$ cat src/rtl/store_rmw_ctrl.sv
// store_rmw_ctrl: sequences RISC-V SB/SH/SW stores onto a word-wide data memory.
// Aligned SW is written directly. SB and SH perform a read-modify-write:
// read the word, merge the new byte lanes, then write the word back.
// Illegal requests finish with Done+Err and make no memory access.
// Ports:
//   CLK, RST            clock (rising edge), asynchronous active-high reset
//   Req/Funct3/Addr/Dato  store request, sampled only while Busy=0
//   Busy/Done/Err       status; Done is a one-cycle pulse, Err only qualifies Done
//   Mem_*               word-addressed memory port, owned by this block while Busy=1
// All outputs are registered.
module store_rmw_ctrl #(
    parameter int unsigned ADDR_W  = 32,
    parameter int unsigned MEM_LAT = 1
) (
    input  logic              CLK,
    input  logic              RST,
    input  logic              Req,
    input  logic [2:0]        Funct3,
    input  logic [ADDR_W-1:0] Addr,
    input  logic [31:0]       Dato,
    output logic              Busy,
    output logic              Done,
    output logic              Err,
    output logic [ADDR_W-1:0] Mem_Addr,
    output logic              Mem_RE,
    output logic              Mem_WE,
    output logic [31:0]       Mem_WData,
    input  logic [31:0]       Mem_RData
);

    localparam int unsigned      CNT_W    = 2;
    localparam logic [CNT_W-1:0] LAST_CNT = CNT_W'(MEM_LAT - 1);
    localparam logic [2:0]       F3_SB    = 3'b000;
    localparam logic [2:0]       F3_SH    = 3'b001;
    localparam logic [2:0]       F3_SW    = 3'b010;

    typedef enum logic [2:0] {
        S_IDLE,
        S_READ,
        S_WAIT,
        S_WRITE,
        S_DONE
    } state_t;

    state_t            state_q, state_d;
    logic [2:0]        funct3_q, funct3_d;
    logic [1:0]        off_q, off_d;
    logic [31:0]       dato_q, dato_d;
    logic              ill_q, ill_d;
    logic [CNT_W-1:0]  cnt_q, cnt_d;
    logic [ADDR_W-1:0] mem_addr_q, mem_addr_d;
    logic [31:0]       wdata_q, wdata_d;
    logic              busy_q, busy_d;
    logic              done_q, done_d;
    logic              err_q, err_d;
    logic              re_q, re_d;
    logic              we_q, we_d;
    logic [31:0]       merged;

    // Merge the latched store data into the word returned by memory
    always_comb begin
        merged = Mem_RData;
        if (funct3_q == F3_SB) begin
            unique case (off_q)
                2'd0:    merged[7:0]   = dato_q[7:0];
                2'd1:    merged[15:8]  = dato_q[7:0];
                2'd2:    merged[23:16] = dato_q[7:0];
                default: merged[31:24] = dato_q[7:0];
            endcase
        end else if (off_q[1]) begin
            merged[31:16] = dato_q[15:0];
        end else begin
            merged[15:0] = dato_q[15:0];
        end
    end

    // Next state, latched request fields and next registered outputs.
    // Outputs are derived from the next state so they line up with the state.
    always_comb begin
        state_d    = state_q;
        funct3_d   = funct3_q;
        off_d      = off_q;
        dato_d     = dato_q;
        ill_d      = ill_q;
        cnt_d      = cnt_q;
        mem_addr_d = mem_addr_q;
        wdata_d    = '0;

        unique case (state_q)
            S_IDLE: begin
                if (Req) begin
                    funct3_d   = Funct3;
                    off_d      = Addr[1:0];
                    dato_d     = Dato;
                    mem_addr_d = {Addr[ADDR_W-1:2], 2'b00};
                    ill_d      = 1'b0;
                    cnt_d      = '0;
                    if (Funct3 == F3_SW && Addr[1:0] == 2'b00) begin
                        state_d = S_WRITE;
                        wdata_d = Dato;
                    end else if (Funct3 == F3_SB || (Funct3 == F3_SH && !Addr[0])) begin
                        state_d = S_READ;
                    end else begin
                        state_d = S_DONE;
                        ill_d   = 1'b1;
                    end
                end
            end
            S_READ: state_d = S_WAIT;
            S_WAIT: begin
                // Read data is valid in the last wait cycle; merge it on the way out
                if (cnt_q == LAST_CNT) begin
                    state_d = S_WRITE;
                    wdata_d = merged;
                end else begin
                    cnt_d = cnt_q + CNT_W'(1);
                end
            end
            S_WRITE: state_d = S_DONE;
            S_DONE:  state_d = S_IDLE;
            default: state_d = S_IDLE;
        endcase

        busy_d = (state_d != S_IDLE);
        re_d   = (state_d == S_READ);
        we_d   = (state_d == S_WRITE);
        done_d = (state_d == S_DONE);
        err_d  = (state_d == S_DONE) && ill_d;
    end

    // State and output registers
    always_ff @(posedge CLK or posedge RST) begin
        if (RST) begin
            state_q    <= S_IDLE;
            funct3_q   <= '0;
            off_q      <= '0;
            dato_q     <= '0;
            ill_q      <= 1'b0;
            cnt_q      <= '0;
            mem_addr_q <= '0;
            wdata_q    <= '0;
            busy_q     <= 1'b0;
            done_q     <= 1'b0;
            err_q      <= 1'b0;
            re_q       <= 1'b0;
            we_q       <= 1'b0;
        end else begin
            state_q    <= state_d;
            funct3_q   <= funct3_d;
            off_q      <= off_d;
            dato_q     <= dato_d;
            ill_q      <= ill_d;
            cnt_q      <= cnt_d;
            mem_addr_q <= mem_addr_d;
            wdata_q    <= wdata_d;
            busy_q     <= busy_d;
            done_q     <= done_d;
            err_q      <= err_d;
            re_q       <= re_d;
            we_q       <= we_d;
        end
    end

    assign Busy      = busy_q;
    assign Done      = done_q;
    assign Err       = err_q;
    assign Mem_Addr  = mem_addr_q;
    assign Mem_RE    = re_q;
    assign Mem_WE    = we_q;
    assign Mem_WData = wdata_q;

endmodule

$ cat config.mk
export PLATFORM = sky130hd
export DESIGN_NAME = store_rmw_ctrl
export DESIGN_NICKNAME = d
export VERILOG_FILES = /design/src/rtl/store_rmw_ctrl.sv
export SDC_FILE = /design/constraint.sdc
export NUM_CORES = 1
export LEC_CHECK = 0
export CAP_MARGIN = 10
export CORE_UTILIZATION = 30
export DETAILED_ROUTE_END_ITERATION = 10
export GPL_TIMING_DRIVEN = 0
export SLEW_MARGIN = 20
export SYNTH_ARGS = -nofsm -noshare
export SYNTH_HDL_FRONTEND = slang
export SYNTH_SLANG_ARGS = --single-unit
$ cat constraint.sdc
create_clock -name CLK -period 6.24 [get_ports CLK]
set_clock_uncertainty 0.1 [all_clocks]
set_input_delay 1.248 -clock CLK [delete_from_list [all_inputs] [get_ports CLK]]
set_output_delay 1.248 -clock CLK [all_outputs]
set_load 0.005 [all_outputs]
==> results of run 1 <==
-- per-layer routing --
metal	part of all wire, %	GRT usage, %	vias up
met2	45	28.4	145
met3	8.9	6.03	16
met4	2.3	7.93	0
li1	-	-	1741
met1	44	23.2	1648
met5	0	0	-
-- worst max path at each step --
stage	from	endpoint	slack, ns
floorplan	RST	Busy	2.44
global placement	RST	Mem_Addr[8]	0.87
detailed placement	Req	Mem_WData[21]	2.71
CTS	Req	Mem_WData[21]	3.08
global route	Req	Mem_WData[9]	2.95
finish	Req	Mem_WData[21]	3.06
-- power breakdown --
group	leakage [nW]	switching (mW)	internal (mW)
sequential	1.21	0.132	0.870
clock	0.160	0.237	0.363
combinational	1.56	0.605	0.667
total	2.93	0.974	1.90
-- cells by family (layout without fill, tap and decap cells) --
kind of cell,after synthesis,count (layout),synth area share (%)
simple gates,192,192,20.0
flops,94,94,58.1
other cells,1,2,0.0926
compound gates,69,69,10.9
xor+xnor,1,1,0.216
buf+inv,37,222,4.33
mux,24,24,6.09
fa+ha+maj,1,1,0.309
-- registers in the layout, indices dropped and copies added (netlist names), 2 cells and up --
name	flops
Mem_Addr	30
Mem_WData	32
cnt_q	2
dato_q	16
funct3_q	3
off_q	2
state_q	3
-- tightest hold or removal path, stage by stage, from the launching register on --
cell and delay (ns):
dfrtp_1 0.34, nand2_1 0.05, nand2_1 0.06
-- final cells by class --
| cell class | instances | area, um2 |
|---|---|---|
| Buffer | 27 | 138 |
| Multi-Input combinational cell | 289 | 1520 |
| Inverter | 10 | 42.5 |
| Fill cell | 1226 | 6880 |
| Clock inverter | 5 | 82.6 |
| Timing Repair Buffer | 169 | 1710 |
| Clock buffer | 11 | 243 |
| Tap cell | 176 | 220 |
| Sequential cell | 94 | 2350 |
-- through the flow --
step | utilization [%] | total power, mW | setup WS (ns) | cell area (um2)
floorplan | - | 1.64 | 2.44 | 4050
global placement | 45.1 | 2.27 | 0.866 | 5950
detailed placement | 45.4 | 2.29 | 2.71 | 5990
CTS | 47.8 | 2.91 | 3.08 | 6310
global route | 47.8 | 3.07 | 2.95 | 6310
finish | 47.8 | 2.87 | 3.06 | 6310
-- cells in the final DEF, fill, tap and decap left out, types with 2 or more instances in the layout --
master and n:
o21a_1 2, buf_6 3, mux2_2 5, nand2_1 165, clkbuf_1 19, o21ba_2 2
nor4b_1 3, nor2_1 2, o21ai_0 22, clkinv_4 2, nand2b_1 9, dfrtp_1 94
conb_1 2, buf_4 3, a21oi_1 4, nor2b_1 4, a21o_1 6, a22o_1 2
clkdlybuf4s50_1 168, mux2i_1 19, o22ai_1 23, o2bb2ai_1 4, inv_1 9, clkbuf_16 9
a221oi_1 3, bufinv_16 2, buf_2 2, nor3_1 2
==> run_results.csv, run 1 <==
group,metric,value,unit
cells_and_area,finalNonFillerCells,781,
pwr,vdd_drop_max,169,uV
detailed_routing,ant_nets,0,
critical_path,crit_buf_inv,3,
yosys,synthTopCellsByCount,"nand2_1 (165), dfrtp_1 (94), o22ai_1 (23), o21ai_0 (22), mux2i_1 (19)",
critical_path,crit_path_end_kind,"flop",
pwr,powerDensity,455,nW/um2
detailed_routing,vias,3550,
placed_design,dp.cells,765,
cells_and_area,area_delta_synth_final,55.9,%
critical_path,reg2reg_slack,3.90,ns
sta,setup_violations,0,
cts,cts.sinks,94,
cts,hold_buffers,0,
critical_path,max_stage_delay,0.55,ns
critical_path,cp.depth,7,
global_route,grtUsageTotal,18.3,%
cts,cts_buffer_depth,2,
yosys,synth_area_leaders,"dfrtp_1 (58%), nand2_1 (15%), mux2i_1 (4.7%)",
yosys,synth.distinct_cells,35,
pwr,total_leakage_power,2.93,nW
cts,post_cts_buffers,0,
yosys,yosysWarningCount,0,
floorplanning,rows,42,
detailed_routing,viasPerCell,4.55,
yosys,synth_edf_count,0,
run_status,outcome,"complete, no violations",
detailed_routing,drt_first_pass_iters,4,
floorplanning,start_util,30.7,%
placed_design,io_buffers,168,
sta,rsz0062_at_grt,"no",
yosys,yosysMostFrequentCell,"nand2_1",
cells_and_area,antenna_cells,0,
sta,tightestPinTransition,1.10,ns
yosys,ys_ff_latch,94,
yosys,yosysSeqAreaShare,58.1,%
critical_path,reg2reg_depth,7,
critical_path,reg2reg_to,"Mem_WData[21]",
cells_and_area,drive_above_1_share,5.62,%
floorplanning,die_y,118,um
global_route,first_global_vias,3685,
critical_path,startpoint_type,"input pin",
yosys,synth_area,4050,um2
yosys,ys_async_sr_fraction,100,%
cts,clk_latency,0.35,ns
placed_design,routabilityCongestion,0.830,
sta,finalCritPeriodShare,51.0,%
floorplanning,io_pins,171,
critical_path,slowest_stage,"nor3b_4",
global_route,grt_pass1_wl,19600,um
critical_path,reg2reg_from,"state_q[2]",
cts,ctsResizeCount,0,
floorplanning,fp.dieArea,14000,um2
sta,hold_viol_final,0,
flow_run,drv_cap,0,
min_path,hp-class,"reg -> reg",
cts,clkTransAtPathRegs,0.07,ns
yosys,syn-instance-count,419,
floorplanning,coreArea,13200,um2
cts,cts_tree,"yes",
placed_design,dp_hpwl,8880,um
sta,tns,0,ns
min_path,worstHoldStart,"dato_q[12]",
cts,root_buffer,"clkbuf_16",
yosys,synth_top_area_share,58.1,%
floorplanning,die_x,118,um
yosys,syn_area_per_cell,9.66,um2
sta,hold_ws,0.377,ns
global_route,grt_antenna_before_repair,0,
critical_path,critPathRequiredTime,6.40,ns
sta,max_slew_margin,26.5,%
critical_path,cp_max_fo,10,
detailed_routing,route.detailed.drc,0,
sta,fin_crit,3.18,ns
critical_path,path_cells,"clkdlybuf4s50_1 -> or4b_4 -> buf_6 -> nor3b_4 -> buf_6 -> nand2_1 -> o21ai_0",
sta,maxClockFrequency,314,MHz
critical_path,critical_path_class,"in -> reg",
cts,h-tree-depth,3,
yosys,synth_area_leader_cell,"dfrtp_1",
detailed_routing,drt-total-wl,12300,um
global_route,grt_max_degree,68,
sta,final_max_slew_viol_count,0,
detailed_routing,post_drt_wl_per_cell,15.7,um
min_path,whs_path_depth,2,
global_route,grt-ovfl-total,0,
critical_path,cp_common_cell,"buf_6",
critical_path,cp.arrival,3.34,ns
cts,cts_buffers,9,
critical_path,cpLargestDelayFamily,"simple AND/OR/NAND/NOR gates",
detailed_routing,drtIter0Drc,149,
yosys,synthFlopType,"dfrtp_1",
min_path,holdPathEnd,"dato_q[12]",
cells_and_area,nets,703,
Power figures use the tool's default switching activity.
==> inputs of run 2 (changes only) <==
==> constraint.sdc (replaced) <==
create_clock -name CLK -period 2.65 [get_ports CLK]
set_clock_uncertainty 0.1 [all_clocks]
set_input_delay 0.53 -clock CLK [delete_from_list [all_inputs] [get_ports CLK]]
set_output_delay 0.53 -clock CLK [all_outputs]
set_load 0.005 [all_outputs]
==> run 2 against run 1 <==
Against the previous run:
- via count is 0.39% higher
- register-to-register slack lost 3.5 ns
- sequential power is 140% higher
- global-route usage is 0.22 points higher
- core utilization increased by 0.17 points
- combinational power increased by 140%
- critical endpoint is now Mem_RE
- first-iteration DRC count grew 12%
- cell area grew 0.36%
- count of clock-buffer cells in the layout down 1
- sequential cell count stayed put
- routed wire length about the same
==> run_results.csv, run 2 (same netlist as run 1, synthesis figures left out) <==
group,metric,value,unit
run_status,outcome,"complete, no violations",
critical_path,critPathRequiredTime,2.79,ns
sta,finalCritPeriodShare,91.1,%
cells_and_area,drive_above_1_share,6.10,%
global_route,grt-ovfl-total,0,
pwr,powerDensity,1060,nW/um2
sta,tightestPinTransition,1.08,ns
cts,cts_tree,"yes",
cts,ctsResizeCount,0,
cells_and_area,nets,705,
cells_and_area,finalNonFillerCells,783,
floorplanning,start_util,30.7,%
pwr,power.share.combinational,44.8,%
cts,clk_latency,0.35,ns
flow_run,drv_cap,0,
sta,max_slew_margin,28.0,%
pwr,pwr-share-clk,19.9,%
critical_path,critical_path_class,"in -> reg",
cts,cts_buffer_depth,2,
detailed_routing,ant_nets,0,
critical_path,cp.arrival,2.55,ns
sta,hold_viol_final,0,
cts,root_buffer,"clkbuf_16",
cells_and_area,final_common_cell,"clkdlybuf4s50_1",
cts,cts.sinks,94,
floorplanning,coreArea,13200,um2
pwr,p_int,4.39,mW
sta,maxClockFrequency,414,MHz
placed_design,place_area,6020,um2
pwr,power,6.70,mW
pwr,vdd_drop_max,427,uV
min_path,whs_path_depth,2,
placed_design,routabilityCongestion,0.794,
cts,cts_buffers,9,
cells_and_area,area_delta_synth_final,56.5,%
sta,rsz0062_at_grt,"no",
sta,fin_crit,2.41,ns
placed_design,io_buffers,168,
floorplanning,die_x,118,um
placed_design,dp_hpwl,9150,um
critical_path,reg2reg_depth,6,
min_path,worstHoldStart,"Mem_Addr[27]",
min_path,holdPathEnd,"Mem_Addr[27]",
global_route,first_global_vias,3799,
global_route,grt_antenna_before_repair,0,
critical_path,crit_path_end_kind,"flop",
cells_and_area,antenna_cells,0,
cts,post_cts_buffers,0,
pwr,power_switching,2.32,mW
floorplanning,fp.dieArea,14000,um2
floorplanning,rows,42,
global_route,grtUsageTotal,18.5,%
cts,clkTransAtPathRegs,0.06,ns
critical_path,startpoint_type,"input pin",
pwr,netSwitchingFraction,34.6,%
min_path,hp-class,"reg -> reg",
detailed_routing,drt-total-wl,12300,um
detailed_routing,viasPerCell,4.55,
global_route,grt_pass1_wl,19800,um
critical_path,reg2reg_to,"Mem_RE",
critical_path,reg2reg_slack,0.38,ns
pwr,total_leakage_power,2.92,nW
detailed_routing,post_drt_wl_per_cell,15.7,um
floorplanning,die_y,118,um
cts,hold_buffers,0,
cells_and_area,layout_common_cells,"clkdlybuf4s50_1 (168), nand2_1 (165), dfrtp_1 (94)",
detailed_routing,drtIter0Drc,167,
detailed_routing,drt_first_pass_iters,4,
sta,final_max_slew_viol_count,0,
cts,h-tree-depth,3,
cells_and_area,final_area,6330,um2
critical_path,cp_max_fo,9,
placed_design,dp.cells,767,
detailed_routing,vias,3564,
detailed_routing,route.detailed.drc,0,
pwr,seqPwrFrac,35.3,%
sta,setup_violations,0,
global_route,grt_max_degree,27,
cells_and_area,largest_reg_flops,32,
floorplanning,io_pins,171,
critical_path,reg2reg_from,"state_q[2]",
## run 2: cell types whose count changed in the layout (fill, tap and decap cells not counted)
cell and change:
clkbuf_1 -1, clkinvlp_4 +4, bufinv_16 -1, clkinv_4 -1, buf_12 +2, clkinv_2 -1
## run 2: metrics by stage
stage	setup TNS (ns)	utilization (%)	setup slack, ns	hold WS (ns)
2_1_floorplan	0	-	0.690	0.342
3_3_place_gp	-13.28	45.2	-0.155	0.354
3_5_place_dp	-4.93	45.7	-0.166	0.361
4_1_cts	0	48.0	0.203	0.378
5_1_grt	0	48.0	0.0493	0.399
6_report	0	48.0	0.236	0.371
## run 2: worst max-delay path by stage
stage                          start            end  slack [ns]  depth (start not counted)
final                            Req         Mem_RE        0.24                          6
after global routing             Req  Mem_WData[14]        0.05                          6
after detailed placement         Req  Mem_WData[14]       -0.17                          6
after CTS                        Req  Mem_WData[14]        0.20                          6
after floorplan           state_q[0]         Mem_RE        0.69                          6
after global placement           Req         Mem_RE       -0.16                          6
## run 2: area by class of cell
class,count,area (um2)
multi-input cells,289,1520
clock inverters,6,70.1
clock buffers,10,239
well taps,176,220
inverters,10,41.3
repair buffers,171,1750
fillers,1238,6860
flip-flops and latches,94,2350
plain buffers,27,138
## run 2: power groups by stage
stage	Clock, mW	Combinational, mW	Sequential, mW
2_1_floorplan	0	1.49	2.37
3_3_place_gp	0	2.97	2.37
3_5_place_dp	0	3.03	2.40
4_1_cts	1.38	3.05	2.38
5_1_grt	1.41	3.32	2.44
6_report	1.33	3.01	2.36
## run 2: per-layer routing
| layer | share of wire (%) | track usage (%) |
|---|---|---|
| met1 | 45 | 22.9 |
| met2 | 46 | 30.0 |
| met3 | 7.9 | 5.94 |
| met4 | 1.5 | 6.89 |
| met5 | 0 | 0 |
## run 2: critical path, stage by stage
cell             delay [ns]
clkdlybuf4s50_1        0.53
or4b_4                 0.48
buf_6                  0.15
nor3b_4                0.52
nor4b_1                0.13
o21ba_2                0.22
==> inputs of run 3 (changes only) <==
--- a/config.mk
+++ b/config.mk
@@ -9,6 +9,8 @@
 export CORE_UTILIZATION = 30
 export DETAILED_ROUTE_END_ITERATION = 10
 export GPL_TIMING_DRIVEN = 0
+export PLACE_DENSITY = 0.66
+export SKIP_CTS_REPAIR_TIMING = 1
 export SLEW_MARGIN = 20
 export SYNTH_ARGS = -nofsm -noshare
 export SYNTH_HDL_FRONTEND = slang
==> run 3 against run 2 <==
Against the previous run:
- setup slack lost 0.053 ns
- routed wire length decreased by 0.47%
- non-clock buffer count did not move
- critical path type unchanged
==> run_results.csv, run 3 (same netlist as run 1, synthesis figures left out) <==
group,metric,value,unit
pwr,powerDensity,1050,nW/um2
flow_run,drv_cap,0,
critical_path,crit_start,"Req",
sta,setup_violations,0,
global_route,grtUsageTotal,18.7,%
floorplanning,die_x,118,um
floorplanning,start_util,30.7,%
detailed_routing,ant_nets,0,
cells_and_area,antenna_cells,0,
critical_path,cp_max_fo,10,
global_route,grt_antenna_before_repair,0,
run_status,outcome,"complete, no violations",
critical_path,path_cells,"clkdlybuf4s50_1 -> or4b_4 -> buf_6 -> nor3b_4 -> buf_6 -> nand2_1 -> o21ai_0",
critical_path,reg2reg_to,"Mem_WData[18]",
detailed_routing,viasPerCell,4.60,
sta,max_slew_margin,48.8,%
sta,hold_viol_final,0,
critical_path,crit_path_end_kind,"flop",
detailed_routing,drt_first_pass_iters,4,
placed_design,dp.cells,767,
detailed_routing,drt-total-wl,12200,um
sta,finalCritPeriodShare,93.1,%
placed_design,dp_hpwl,9140,um
pwr,vdd_drop_max,454,uV
floorplanning,die_y,118,um
placed_design,io_buffers,168,
critical_path,cp.arrival,2.61,ns
cts,cts_buffer_depth,2,
critical_path,max_stage_delay,0.53,ns
cells_and_area,drive_above_1_share,6.11,%
floorplanning,io_pins,171,
sta,maxClockFrequency,405,MHz
global_route,grt_pass1_wl,19900,um
cts,clk_latency,0.35,ns
floorplanning,fp.dieArea,14000,um2
cells_and_area,layout_common_cells,"clkdlybuf4s50_1 (168), nand2_1 (165), dfrtp_1 (94)",
critical_path,critPathRequiredTime,2.79,ns
pwr,total_leakage_power,2.92,nW
floorplanning,coreArea,13200,um2
global_route,first_global_vias,3803,
sta,tightestPinTransition,0.769,ns
sta,fin_crit,2.47,ns
min_path,whs_path_depth,2,
critical_path,cpLargestDelayFamily,"simple AND/OR/NAND/NOR gates",
cts,clkTransAtPathRegs,0.07,ns
min_path,hp-class,"reg -> reg",
global_route,grt_max_degree,30,
cells_and_area,final_common_cell,"clkdlybuf4s50_1",
critical_path,cp_common_cell,"buf_6",
global_route,grt-ovfl-total,0,
min_path,holdPathEnd,"dato_q[15]",
sta,rsz0062_at_grt,"no",
sta,final_max_slew_viol_count,0,
pwr,power,6.66,mW
placed_design,routabilityCongestion,0.835,
cts,cts_tree,"yes",
cts,root_buffer,"clkbuf_16",
critical_path,slowest_stage,"clkdlybuf4s50_1",
sta,hold_ws,0.373,ns
detailed_routing,drtIter0Drc,171,
cells_and_area,largest_reg_flops,32,
cts,h-tree-depth,3,
detailed_routing,post_drt_wl_per_cell,15.6,um
cells_and_area,nets,705,
critical_path,startpoint_type,"input pin",
cells_and_area,area_delta_synth_final,56.0,%
detailed_routing,route.detailed.drc,0,
critical_path,critical_path_class,"in -> reg",
critical_path,reg2reg_depth,7,
critical_path,crit_buf_inv,3,
detailed_routing,vias,3595,
min_path,worstHoldStart,"dato_q[15]",
critical_path,reg2reg_slack,0.33,ns
critical_path,reg2reg_from,"state_q[2]",
cts,cts_buffers,9,
cells_and_area,finalNonFillerCells,782,
floorplanning,rows,42,
cts,cts.sinks,94,
==> run 3: per-layer routing <==
layer | share of wire [%] | vias to the layer above | GRT usage [%]
met2 | 45 | 152 | 29.0
met4 | 3.0 | 0 | 9.86
met3 | 9.3 | 21 | 6.47
li1 | - | 1741 | -
met5 | 0 | - | 0
met1 | 42 | 1681 | 22.9
==> run 3: final cells by class <==
class	count	area (um2)
multi-input cells	289	1530
clock inverters	4	47.5
flip-flops and latches	94	2350
plain buffers	27	139
inverters	10	41.3
repair buffers	171	1740
fillers	1254	6880
clock buffers	11	243
well taps	176	220
==> run 3: metrics by stage <==
stage / cell area (um2) / util [%] / setup WS [ns] / TNS [ns]
after floorplan: 4060 / - / 0.690 / 0
after global placement: 5960 / 45.2 / -0.183 / -15.09
after detailed placement: 6020 / 45.6 / -0.247 / -2.67
after CTS: 6310 / 47.8 / 0.119 / 0
after global routing: 6310 / 47.9 / 0.138 / 0
final: 6310 / 47.9 / 0.184 / 0
==> run 3: worst register-to-register path, stage by stage, from the launching register on <==
cell and delay (ns):
dfrtp_1 0.35, clkbuf_1 0.19, or4b_4 0.52, buf_6 0.15, nor3b_4 0.53, buf_6 0.23, nand2_1 0.06, o21ai_0 0.10
==> run 3: where the power goes <==
part           internal (mW)  switching (mW)
Sequential              2.05           0.316
Clock                  0.749           0.531
Combinational           1.57            1.43
Total                   4.37            2.28
==> run 3: worst max path at each step <==
stage | cells past startpoint | to | slack [ns]
after CTS | 6 | Mem_WData[9] | 0.12
after global placement | 6 | Mem_WData[9] | -0.18
after global routing | 7 | Mem_WData[18] | 0.14
after floorplan | 6 | Mem_RE | 0.69
after detailed placement | 6 | Mem_WData[9] | -0.25
final | 7 | Mem_WData[18] | 0.18
